==> src/rtl/hazard_pkg.sv <==
// hazard_pkg: shared scoreboard entry type, forward-select encoding and MIPS opcode/funct constants.
package hazard_pkg;
  localparam int DST_W = 8;
  localparam int FWD_RF = 0;
  typedef struct packed {
    logic             valid;
    logic [DST_W-1:0] dst;
    logic             is_load;
  } sb_entry_t;
  localparam logic [5:0] RTYPE = 6'h00;
  localparam logic [5:0] LW    = 6'h23;
  localparam logic [5:0] SW    = 6'h2b;
  localparam logic [5:0] BEQ   = 6'h04;
  localparam logic [5:0] J     = 6'h02;
  localparam logic [5:0] ORI   = 6'h0d;
  localparam logic [5:0] LUI   = 6'h0f;
  localparam logic [5:0] ADDU  = 6'h21;
  localparam logic [5:0] SUBU  = 6'h23;
  function automatic logic entry_ready(input sb_entry_t e, input int k, input int load_lat);
    return !e.is_load || k >= load_lat;
  endfunction
endpackage

==> src/rtl/hazard_src_match.sv <==
// hazard_src_match: youngest-match search of one ID source over the scoreboard, yielding forward select or hazard.
module hazard_src_match
  import hazard_pkg::*;
#(
  parameter int DEPTH    = 3,
  parameter int REG_AW   = 5,
  parameter int LOAD_LAT = 2,
  parameter int SEL_W    = 3
) (
  input  sb_entry_t [DEPTH-1:0] sb,
  input  logic [REG_AW-1:0]     src,
  input  logic                  used,
  output logic [SEL_W-1:0]      sel,
  output logic                  hazard
);
  // Oldest to youngest, so the last match written (smallest k) wins.
  always_comb begin
    sel = SEL_W'(FWD_RF);
    hazard = 1'b0;
    for (int k = DEPTH; k >= 1; k--) begin
      if (used && src != '0 && sb[k-1].valid && sb[k-1].dst == DST_W'(src)) begin
        sel = entry_ready(sb[k-1], k, LOAD_LAT) ? SEL_W'(k) : SEL_W'(FWD_RF);
        hazard = !entry_ready(sb[k-1], k, LOAD_LAT);
      end
    end
  end
endmodule

==> src/rtl/hazard_scoreboard.sv <==
// hazard_scoreboard: in-flight write scoreboard driving ID forwarding selects, load-use stalls, redirect flushes and a stall counter.
module hazard_scoreboard
  import hazard_pkg::*;
#(
  parameter int DEPTH    = 3,
  parameter int REG_AW   = 5,
  parameter int LOAD_LAT = 2,
  parameter int CNT_W    = 16,
  parameter int SEL_W    = 3
) (
  input  logic              clk,
  input  logic              rst,
  input  logic              id_valid,
  input  logic [REG_AW-1:0] id_rs,
  input  logic              id_rs_used,
  input  logic [REG_AW-1:0] id_rt,
  input  logic              id_rt_used,
  input  logic              id_wr_en,
  input  logic [REG_AW-1:0] id_wr_dst,
  input  logic              id_is_load,
  input  logic              id_redirect,
  output logic              pc_wr,
  output logic              ifid_wr,
  output logic              ifid_flush,
  output logic              idex_bubble,
  output logic [SEL_W-1:0]  fwd_a_sel,
  output logic [SEL_W-1:0]  fwd_b_sel,
  output logic [CNT_W-1:0]  stall_cnt
);
  if (DEPTH < 2 || DEPTH > 7) begin : g_bad_depth
    $error("hazard_scoreboard: DEPTH must be 2..7");
  end
  if (LOAD_LAT < 1 || LOAD_LAT > DEPTH) begin : g_bad_load_lat
    $error("hazard_scoreboard: LOAD_LAT must be 1..DEPTH");
  end
  if ((2 ** SEL_W) <= DEPTH) begin : g_bad_sel_w
    $error("hazard_scoreboard: SEL_W too narrow for DEPTH");
  end
  if (REG_AW > DST_W) begin : g_bad_reg_aw
    $error("hazard_scoreboard: REG_AW exceeds scoreboard dst width");
  end
  sb_entry_t [DEPTH-1:0] sb_q, sb_d;
  logic [CNT_W-1:0]      stall_cnt_q, stall_cnt_d;
  logic [SEL_W-1:0]      sel_a, sel_b;
  logic                  haz_a, haz_b, stall, go;
  hazard_src_match #(.DEPTH(DEPTH), .REG_AW(REG_AW), .LOAD_LAT(LOAD_LAT), .SEL_W(SEL_W)) u_match_a (
    .sb(sb_q), .src(id_rs), .used(id_rs_used), .sel(sel_a), .hazard(haz_a)
  );
  hazard_src_match #(.DEPTH(DEPTH), .REG_AW(REG_AW), .LOAD_LAT(LOAD_LAT), .SEL_W(SEL_W)) u_match_b (
    .sb(sb_q), .src(id_rt), .used(id_rt_used), .sel(sel_b), .hazard(haz_b)
  );
  always_comb begin
    stall = rst && id_valid && (haz_a || haz_b);
    go = rst && !stall;
    pc_wr = go;
    ifid_wr = go;
    ifid_flush = go && id_valid && id_redirect;
    idex_bubble = !go || !id_valid;
    fwd_a_sel = go ? sel_a : SEL_W'(FWD_RF);
    fwd_b_sel = go ? sel_b : SEL_W'(FWD_RF);
    stall_cnt = stall_cnt_q;
  end
  // A stalled instruction stays in ID, so stage 1 receives a bubble.
  always_comb begin
    sb_d[0] = '{valid:   id_valid && id_wr_en && id_wr_dst != '0 && !stall,
                dst:     DST_W'(id_wr_dst),
                is_load: id_is_load};
    for (int i = 1; i < DEPTH; i++) sb_d[i] = sb_q[i-1];
    stall_cnt_d = (stall && stall_cnt_q != '1) ? stall_cnt_q + CNT_W'(1) : stall_cnt_q;
  end
  always_ff @(posedge clk) begin
    if (!rst) begin
      sb_q <= '0;
      stall_cnt_q <= '0;
    end else begin
      sb_q <= sb_d;
      stall_cnt_q <= stall_cnt_d;
    end
  end
endmodule

==> config.mk <==
export PLATFORM = sky130hd
export DESIGN_NAME = hazard_scoreboard
export DESIGN_NICKNAME = d
export VERILOG_FILES = /design/src/rtl/hazard_pkg.sv /design/src/rtl/hazard_src_match.sv /design/src/rtl/hazard_scoreboard.sv
export SDC_FILE = /design/constraint.sdc
export NUM_CORES = 1
export LEC_CHECK = 0
export BUFFER_PORTS_ARGS = -buffer_cell sky130_fd_sc_hd__buf_2
export CAP_MARGIN = 5
export CORE_ASPECT_RATIO = 0.75
export CORE_MARGIN = 2
export CORE_UTILIZATION = 50
export DETAILED_ROUTE_END_ITERATION = 7
export PLACE_DENSITY = 0.76
export SLEW_MARGIN = 30
export SYNTH_ARGS = -nofsm -noshare
export SYNTH_HDL_FRONTEND = slang
export SYNTH_SLANG_ARGS = --single-unit
==> constraint.sdc <==
create_clock -name clk -period 4.4 [get_ports clk]
set_input_delay 1.1 -clock clk [delete_from_list [all_inputs] [get_ports clk]]
set_output_delay 1.1 -clock clk [all_outputs]
set_load 0.02 [all_outputs]
==> results.ini, run 1 <==
[synth]
postSynthCellCount=216
syn_area_sq_um=1920
ys_async_sr_fraction=0
yosysTopAreaCellShare=0.365
synth_edf_count=0
synth.ff_latch_count=35
synth_ff_type=dfxtp_1
post-synth-top-area-cell=dfxtp_1
synth_cell_types=37
synth_warnings=0
syn_area_per_cell_sq_um=8.89
synthTopCellsByArea=dfxtp_1 36%, xor2_1 12%, and2_1 7.2%
seq_area_frac_synth=0.365

[floorplanning]
die_area_sq_um=4360
die_h_microns=57.7
std_cell_rows=19
start_util=0.525
coreArea_sq_um=3660
ios=49
die_w_microns=75.6

[clock_network]
cts_setup_buffers=0
numCtsBuffers=5
cts.repair.resized=0
insertion_delay_ns=0.28
clkTransAtPathRegs_ns=0.08
htreeDepth=2
cts.sinks=35
cts-root-buf=clkbuf_8
cts_tree=done
cts_max_path_buffers=2
postCtsHoldBufs=0

[sta]
fmax_mhz=240
report.final.setup_viol=0
slew_viol_final=0
slew_headroom=0.554
tns_ns=0
hold_viol=0
fin_crit_sh=0.946
tightest_slew_ns=0.664
fin_crit_ns=4.16
finClkSkew_ns=0.00907
rsz0062_at_grt=no

[critical_path]
crit_arrival_ns=3.06
cp.required_ns=3.30
end_kind=primary output
startpoint_type=primary input
r2r-start=sb_d[15]
criticalPathCategory=primary input to primary output
cp_max_fo=23
rr_endpoint=stall_cnt[10]
reg2reg_depth=7
reg2reg_slack_ns=1.93

[status]
status=complete, no violations

[global_routing]
antenna_found_initial=0
grt_max_degree=24
grtUsageTotal=0.212
grt_pass1_vias=1490
gr-total-overflow=0
grt_pass1_wl_microns=6980

[min_path]
holdPathEnd=stall_cnt[0]
hp-class=flip-flop to flip-flop
worstHoldPathCells=2
min-delay-start=stall_cnt[0]

[detailed_routing]
drtPass1Iterations=4
drc_errors=0
vias=1658
wl_per_cell_microns=13.2
ant_nets=0
drtIter0Drc=99
routed_wirelength_microns=4150
vias_per_cell=5.26

[layout]
num_antenna_cells=0
nFillCells=346
finalInstanceArea_sq_um=2270
drive_above_1_share=0.240
mostFrequentLayoutCells=46 x buf_2, 35 x dfxtp_1, 26 x xor2_1, 22 x and2_1, 15 x nand2_1
nets=286
area_delta_synth_final_pct=18.4
final_common_cell=buf_2

[placed_design]
dp_hpwl_microns=3230
dpl_cell_area_sq_um=2170
place_congestion=0.871
port-buffer-count=46

[power]
ir_drop_mv=0.200
p_leak_nw=0.923
power_per_cell_area_nw_per_um2=281

[job]
cap_violations=0

## registers in the layout, summed over array words and instances (netlist names)
signal and count:
stall_cnt 16, sb_d 13, sb_q 6
## power breakdown
group	total [mW]	switching [mW]	internal, mW
combinational	0.0613	0.0343	0.0270
sequential	0.331	0.00784	0.323
clock	0.247	0.119	0.128
## cell type report
| cell class | count | area, sq um | area share |
|---|---|---|---|
| Clock buffer | 6 | 82.6 | 0.0363 |
| Inverter | 5 | 18.8 | 0.00826 |
| Tap cell | 52 | 65.1 | 0.0286 |
| Multi-Input combinational cell | 167 | 1140 | 0.504 |
| Clock inverter | 2 | 16.3 | 0.00715 |
| Timing Repair Buffer | 48 | 245 | 0.108 |
| Sequential cell | 35 | 701 | 0.308 |
## worst max-delay path, stage by stage
cell and delay (ns):
buf_2 0.13, or4_1 0.52, o21a_1 0.21, and4_1 0.26
o21ai_2 0.22, buf_4 0.28, and3_1 0.18, buf_2 0.15
## worst max path at each step
| stage | start | endpoint | slack, ns |
|---|---|---|---|
| CTS | id_rt[1] | ifid_flush | 0.25 |
| global placement | id_rt[1] | ifid_flush | 0.32 |
| global route | id_rt[1] | ifid_flush | 0.12 |
| floorplan | id_rt[1] | fwd_b_sel[1] | 0.18 |
| finish | id_rt[1] | ifid_flush | 0.24 |
| detailed placement | id_rt[1] | ifid_flush | 0.26 |
## routing by layer
metal,vias up,global-route usage,wire length (microns)
met5,-,0,0
met4,0,0.0501,0
met3,0,0.0557,276
met2,49,0.271,1580
met1,750,0.349,2300
li1,859,-,-
## through the flow
stage	cells	hold WS (ns)	utilization	power, mW	setup WS, ns
global placement	307	0.483	0.594	0.400	0.324
global route	315	0.517	0.621	0.669	0.122
floorplan	217	0.449	-	0.375	0.176
finish	315	0.502	0.621	0.639	0.238
detailed placement	307	0.491	0.594	0.400	0.259
CTS	315	0.507	0.621	0.645	0.250
## cell usage after synthesis, types with 5 or more instances
cell / number
nand4_1: 9
o21ai_0: 5
dfxtp_1: 35
inv_1: 5
nor4_1: 10
a21boi_1: 5
xnor2_1: 7
nand2_1: 15
nand3_1: 6
o21a_1: 6
xor2_1: 26
or4_1: 8
and2_1: 22
nor2_1: 8
clkbuf_1: 5
nor3_1: 5
## cell families (layout without fill, tap and decap cells)
kind of cell	count (synthesis)	count (layout)	share of synthesized area
simple gates	98	98	0.307
flops	35	35	0.365
xor+xnor	33	33	0.150
compound gates	29	29	0.107
buf+inv	15	61	0.0410
mux	4	4	0.0208
fa+ha+maj	1	1	0.00651
other cells	1	2	0.00195
No activity file was read; power rests on OpenSTA's default activity.
==> inputs of run 2 (changes only) <==
--- a/config.mk
+++ b/config.mk
@@ -9,9 +9,9 @@
 export CAP_MARGIN = 5
 export CORE_ASPECT_RATIO = 0.75
 export CORE_MARGIN = 2
-export CORE_UTILIZATION = 50
+export CORE_UTILIZATION = 45
 export DETAILED_ROUTE_END_ITERATION = 7
-export PLACE_DENSITY = 0.76
+export PLACE_DENSITY = 0.69
 export SLEW_MARGIN = 30
 export SYNTH_ARGS = -nofsm -noshare
 export SYNTH_HDL_FRONTEND = slang
==> run 2 against run 1 <==
  * Hold slack got worse by 0.0054 ns
  * Final cell count grew 0.95%
  * Clock-buffer cell count decreased by 1
  * Die area grew 10%
  * Core utilization is 5.8 points lower
  * Critical endpoint unchanged
  * Total power up 7.6%
  * Clock power is 19% higher
  * Routed wire length grew 1.8%
  * Non-clock buffer count is the same
  * Cell area increased by 0.94%
  * Sequential power about the same
  * Clock skew is 0.0060 ns lower
==> results.ini, run 2 (same netlist as run 1, synthesis figures left out) <==
[detailed_routing]
drtIter0Drc=112  ; was 99
vias_per_cell=5.15  ; was 5.26
ant_nets=0  ; unchanged
vias=1638  ; was 1,658
wl_per_cell_microns=13.3  ; was 13.2 microns
drc_errors=0  ; unchanged
drtPass1Iterations=4  ; unchanged
routed_wirelength_microns=4220  ; was 4150 microns

[power]
power_per_cell_area_nw_per_um2=300  ; was 281 nW/um^2
power_frac_clock=0.429  ; was 0.386
ir_drop_mv=0.180  ; was 0.200 mV
p_int_uw=522  ; was 478 uW
p_seq_frac=0.481  ; was 0.518
comb_power_share=0.090  ; was 0.096
p_leak_nw=0.934  ; was 0.923 nW
swShare=0.241  ; was 0.252
net-switching-power_uw=166  ; was 161 uW
power.total_uw=688  ; was 639 uW

[sta]
tightest_slew_ns=0.677  ; was 0.664 ns
slew_headroom=0.545  ; was 0.554
fin_crit_ns=4.15  ; was 4.16 ns
slew_viol_final=0  ; unchanged
finClkSkew_ns=0.00309  ; was 0.00907 ns
report.final.setup_viol=0  ; unchanged
fmax_mhz=241  ; was 240 MHz
rsz0062_at_grt=no  ; unchanged
tns_ns=0  ; unchanged
fin_crit_sh=0.943  ; was 0.946
hold_ws_ns=0.497  ; was 0.502 ns
hold_viol=0  ; unchanged
setup_slack_ns=0.250  ; was 0.238 ns

[placed_design]
dp_hpwl_microns=3300  ; was 3230 microns
place_congestion=0.963  ; was 0.871
dpl_cell_area_sq_um=2180  ; was 2170 sq um
port-buffer-count=46  ; unchanged
dp_slack_ns=0.269  ; was 0.259 ns

[clock_network]
cts.sinks=35  ; unchanged
cts_tree=done  ; unchanged
cts_setup_buffers=0  ; unchanged
clkTransAtPathRegs_ns=0.08  ; about the same
insertion_delay_ns=0.28  ; about the same
postCtsHoldBufs=0  ; unchanged
cts.repair.resized=0  ; unchanged
cts-root-buf=clkbuf_8  ; unchanged
numCtsBuffers=5  ; unchanged
cts_max_path_buffers=2  ; unchanged
htreeDepth=2  ; unchanged

[floorplanning]
die_area_sq_um=4810  ; was 4360 sq um
start_util=0.471  ; was 0.525
ios=49  ; unchanged
std_cell_rows=20  ; was 19
die_h_microns=60.6  ; was 57.7 microns
die_w_microns=79.4  ; was 75.6 microns
coreArea_sq_um=4080  ; was 3660 sq um

[global_routing]
grt_pass1_wl_microns=7030  ; was 6980 microns
gr-total-overflow=0  ; unchanged
use_met1=0.305  ; was 0.349
antenna_found_initial=0  ; unchanged
grtUsageTotal=0.191  ; was 0.212
grt_pass1_vias=1469  ; was 1,490
met3_usage=0.0506  ; was 0.0557
grt_max_degree=31  ; was 24
grt.busiest_layer=met1  ; unchanged
use_met2=0.253  ; was 0.271

[critical_path]
cp_max_fo=23  ; unchanged
r2r-start=sb_d[15]  ; unchanged
cp.required_ns=3.30  ; about the same
crit_arrival_ns=3.05  ; was 3.06 ns
reg2reg_slack_ns=1.98  ; was 1.93 ns
critPathMaxStageDelay_ns=0.51  ; was 0.52 ns
path_cells=buf_2, or4_1, o21a_1, and4_1, o21ai_2, buf_4, and3_1, buf_2  ; unchanged
criticalPathCategory=primary input to primary output  ; unchanged
reg2reg_depth=7  ; unchanged
startpoint_type=primary input  ; unchanged
path_common_cell=buf_2  ; unchanged
cp_slowest_cell=or4_1  ; unchanged
rr_endpoint=stall_cnt[10]  ; unchanged
end_kind=primary output  ; unchanged

[layout]
final_common_cell=buf_2  ; unchanged
multi_input_area_sq_um=1140  ; unchanged
area_delta_synth_final_pct=19.5  ; was 18.4%
nets=286  ; unchanged
finalInstanceArea_sq_um=2290  ; was 2270 sq um
mostFrequentLayoutCells=46 x buf_2, 35 x dfxtp_1, 26 x xor2_1, 22 x and2_1, 15 x nand2_1  ; unchanged
largest_reg_flops=16  ; unchanged
regArea_sq_um=701  ; unchanged
nFillCells=390  ; was 346
num_antenna_cells=0  ; unchanged
drive_above_1_share=0.240  ; unchanged

[status]
status=complete, no violations  ; unchanged

[job]
cap_violations=0  ; unchanged

[min_path]
holdPathEnd=stall_cnt[1]  ; was stall_cnt[0]
min-delay-start=stall_cnt[1]  ; was stall_cnt[0]
hp-class=flip-flop to flip-flop  ; unchanged
worstHoldPathCells=2  ; unchanged

[run 2: cell types whose count changed in the layout (fill, tap and decap cells not counted)]
cell,previous run,this run
inv_6,0,1
clkinvlp_4,1,0
bufinv_16,0,1
clkbuf_8,6,5
[run 2: layer usage]
layer / part of all wire / up-vias
li1: - / 855
met1: 0.55 / 724
met2: 0.37 / 59
met3: 0.078 / 0
met4: 0 / 0
met5: 0 / -
[run 2: worst max-delay path by stage]
stage / start / end / slack [ns] / cells after the start
after detailed placement: id_rt[1] / ifid_flush / 0.27 / 8
after global placement: id_rt[1] / ifid_flush / 0.31 / 8
final: id_rt[1] / ifid_flush / 0.25 / 8
after global routing: id_rt[1] / ifid_flush / 0.13 / 8
after floorplan: id_rt[1] / fwd_b_sel[1] / 0.18 / 8
after CTS: id_rt[1] / ifid_flush / 0.26 / 8
[run 2: metrics by stage]
step / cells / utilization
finish: 318 / 0.563
global route: 318 / 0.563
CTS: 318 / 0.563
detailed placement: 310 / 0.534
global placement: 310 / 0.534
floorplan: 217 / -
[run 2: final cells by class]
| class | instances | area share |
|---|---|---|
| clock inverters | 3 | 0.0207 |
| clock buffers | 5 | 0.0300 |
| multi-input cells | 167 | 0.499 |
| repair buffers | 48 | 0.107 |
| well taps | 55 | 0.0300 |
| flip-flops and latches | 35 | 0.305 |
| inverters | 5 | 0.00818 |
[run 2: critical path, delay by kind of cell]
| kind | cells | cell delay [ns] |
|---|---|---|
| AND/OR/NAND/NOR | 3 | 0.97 |
| buffers and inverters | 3 | 0.55 |
| AO/OA/AOI/OAI | 2 | 0.42 |
[run 2: power by group through the flow]
stage	registers, mW	logic, mW	clock network [mW]
5_1_grt	0.332	0.0684	0.320
6_report	0.331	0.0619	0.295
2_1_floorplan	0.336	0.0391	0
3_5_place_dp	0.338	0.0618	0
4_1_cts	0.331	0.0619	0.303
3_3_place_gp	0.339	0.0630	0
==> inputs of run 3 (changes only) <==
==> constraint.sdc (replaced) <==
create_clock -name clk -period 4.51 [get_ports clk]
set_input_delay 1.1275 -clock clk [delete_from_list [all_inputs] [get_ports clk]]
set_output_delay 1.1275 -clock clk [all_outputs]
set_load 0.02 [all_outputs]
==> run 3 against run 2 <==
  * Via count up 0.79%
  * First-iteration DRC count down 30%
  * Highest routed layer is now met4
  * Global-route usage up 1.0 points
  * Final cell count unchanged
  * Setup slack better by 0.066 ns
==> results.ini, run 3 (same netlist as run 1, synthesis figures left out) <==
[status]
status=complete, no violations  ; unchanged

[sta]
tns_ns=0  ; unchanged
hold_viol=0  ; unchanged
fin_crit_sh=0.930
slew_headroom=0.546  ; was 0.545
report.final.setup_viol=0  ; unchanged
slew_viol_final=0  ; unchanged
rsz0062_at_grt=no  ; unchanged
fmax_mhz=238
tightest_slew_ns=0.676  ; was 0.677 ns
fin_crit_ns=4.19
finClkSkew_ns=0.00700  ; was 0.00309 ns

[global_routing]
grt_max_degree=31  ; unchanged
antenna_found_initial=0  ; unchanged
use_met2=0.250  ; was 0.253
grt.busiest_layer=met1  ; unchanged
gr-total-overflow=0  ; unchanged
use_met1=0.335  ; was 0.305
met3_usage=0.0461  ; was 0.0506
grtUsageTotal=0.202  ; was 0.191
grt_pass1_wl_microns=7310  ; was 7030 microns
grt_pass1_vias=1459  ; was 1,469

[clock_network]
cts_max_path_buffers=2  ; unchanged
cts_tree=done  ; unchanged
insertion_delay_ns=0.29  ; was 0.28 ns
postCtsHoldBufs=0  ; unchanged
cts-root-buf=clkbuf_8  ; unchanged
htreeDepth=2  ; unchanged
cts_setup_buffers=0  ; unchanged
numCtsBuffers=5  ; unchanged
cts.sinks=35  ; unchanged
cts.repair.resized=0  ; unchanged
clkTransAtPathRegs_ns=0.07  ; was 0.08 ns

[critical_path]
path_common_cell=buf_2  ; unchanged
critical_path.top_delay_family=simple AND/OR/NAND/NOR gates  ; unchanged
crit_arrival_ns=3.07  ; was 3.05 ns
reg2reg_slack_ns=2.08  ; was 1.98 ns
r2r-start=sb_d[15]  ; unchanged
cp_max_fo=23  ; unchanged
path_cells=buf_2, or4_1, o21a_1, and4_1, o21ai_2, buf_4, and3_1, buf_2  ; unchanged
cp.required_ns=3.38  ; was 3.30 ns
path_buf_inv=3  ; unchanged
cp_slowest_cell=or4_1  ; unchanged
reg2reg_depth=7  ; unchanged
rr_endpoint=stall_cnt[14]  ; was stall_cnt[10]
critPathMaxStageDelay_ns=0.51  ; about the same
startpoint_type=primary input  ; unchanged
criticalPathCategory=primary input to primary output  ; unchanged
end_kind=primary output  ; unchanged

[detailed_routing]
ant_nets=0  ; unchanged
wl_per_cell_microns=13.9  ; was 13.3 microns
routed_wirelength_microns=4410  ; was 4220 microns
drtPass1Iterations=4  ; unchanged
vias_per_cell=5.19  ; was 5.15
vias=1651  ; was 1,638
drc_errors=0  ; unchanged
drtIter0Drc=78  ; was 112

[layout]
nets=286  ; unchanged
largest_reg_flops=16  ; unchanged
stdcell_count=318  ; unchanged
area_delta_synth_final_pct=18.6  ; was 19.5%
mostFrequentLayoutCells=46 x buf_2, 35 x dfxtp_1, 26 x xor2_1, 22 x and2_1, 15 x nand2_1  ; unchanged
num_antenna_cells=0  ; unchanged
final_common_cell=buf_2  ; unchanged
drive_above_1_share=0.240  ; unchanged
nFillCells=386  ; was 390

[placed_design]
place_congestion=0.964  ; was 0.963
port-buffer-count=46  ; unchanged
placedCellCount=310  ; unchanged
dp_hpwl_microns=3380  ; was 3300 microns

[min_path]
hp-class=flip-flop to flip-flop  ; unchanged
min-delay-start=stall_cnt[1]  ; unchanged
worstHoldPathCells=2  ; unchanged
holdPathEnd=stall_cnt[1]  ; unchanged

[floorplanning]
die_w_microns=79.4  ; unchanged
coreArea_sq_um=4080  ; unchanged
die_h_microns=60.6  ; unchanged
ios=49  ; unchanged
start_util=0.471  ; unchanged
die_area_sq_um=4810  ; unchanged
std_cell_rows=20  ; unchanged

[power]
ir_drop_mv=0.217  ; was 0.180 mV
p_leak_nw=0.923  ; was 0.934 nW
power_per_cell_area_nw_per_um2=275  ; was 300 nW/um^2

[job]
cap_violations=0  ; unchanged

==> run 3: changes by cell type in the layout (fill, tap and decap cells not counted) <==
cell / delta
bufinv_16: -1
clkbuf_8: +1
clkinvlp_4: +1
inv_6: -1
==> run 3: tightest hold or removal path, cell delays in order, from the launching register on <==
cell	delay [ns]
dfxtp_1	0.34
nand2_1	0.06
mux2i_1	0.05
==> run 3: final cells by class <==
type	count	area [sq um]	area share
sequential	35	701	0.308
timing repair buffer	48	245	0.108
clock buffer	6	82.6	0.0363
multi-input combinational	167	1140	0.503
tap	55	68.8	0.0302
clock inverter	2	16.3	0.00714
inverter	5	18.8	0.00824
==> run 3: stage by stage <==
| step | worst slack [ns] | hold WS, ns | utilization | power (mW) | cell area (sq um) |
|---|---|---|---|---|---|
| final | 0.316 | 0.498 | 0.558 | 0.626 | 2280 |
| after detailed placement | 0.344 | 0.480 | 0.534 | 0.391 | 2180 |
| after global placement | 0.362 | 0.483 | 0.534 | 0.392 | 2180 |
| after global routing | 0.192 | 0.519 | 0.558 | 0.656 | 2280 |
| after CTS | 0.331 | 0.494 | 0.558 | 0.632 | 2280 |
| after floorplan | 0.231 | 0.449 | - | 0.366 | 1920 |
==> run 3: worst max path at each step <==
stage | depth (start not counted) | start | to | slack [ns]
final | 8 | id_rt[1] | ifid_flush | 0.32
after floorplan | 8 | id_rt[1] | fwd_b_sel[1] | 0.23
after global placement | 8 | id_rt[1] | ifid_flush | 0.36
after CTS | 8 | id_rt[1] | ifid_flush | 0.33
after detailed placement | 8 | id_rt[1] | ifid_flush | 0.34
after global routing | 8 | id_rt[1] | ifid_flush | 0.19
==> run 3: where the power goes <==
part	switching, mW	total, mW	internal [mW]
logic	0.0345	0.0608	0.0264
registers	0.00765	0.323	0.316
clock network	0.117	0.242	0.125
total	0.159	0.626	0.466
==> run 3: routing by layer <==
layer | up-vias | wire [microns]
met5 | - | 0
met1 | 738 | 2490
met3 | 4 | 252
li1 | 855 | -
met4 | 0 | 42
met2 | 54 | 1620
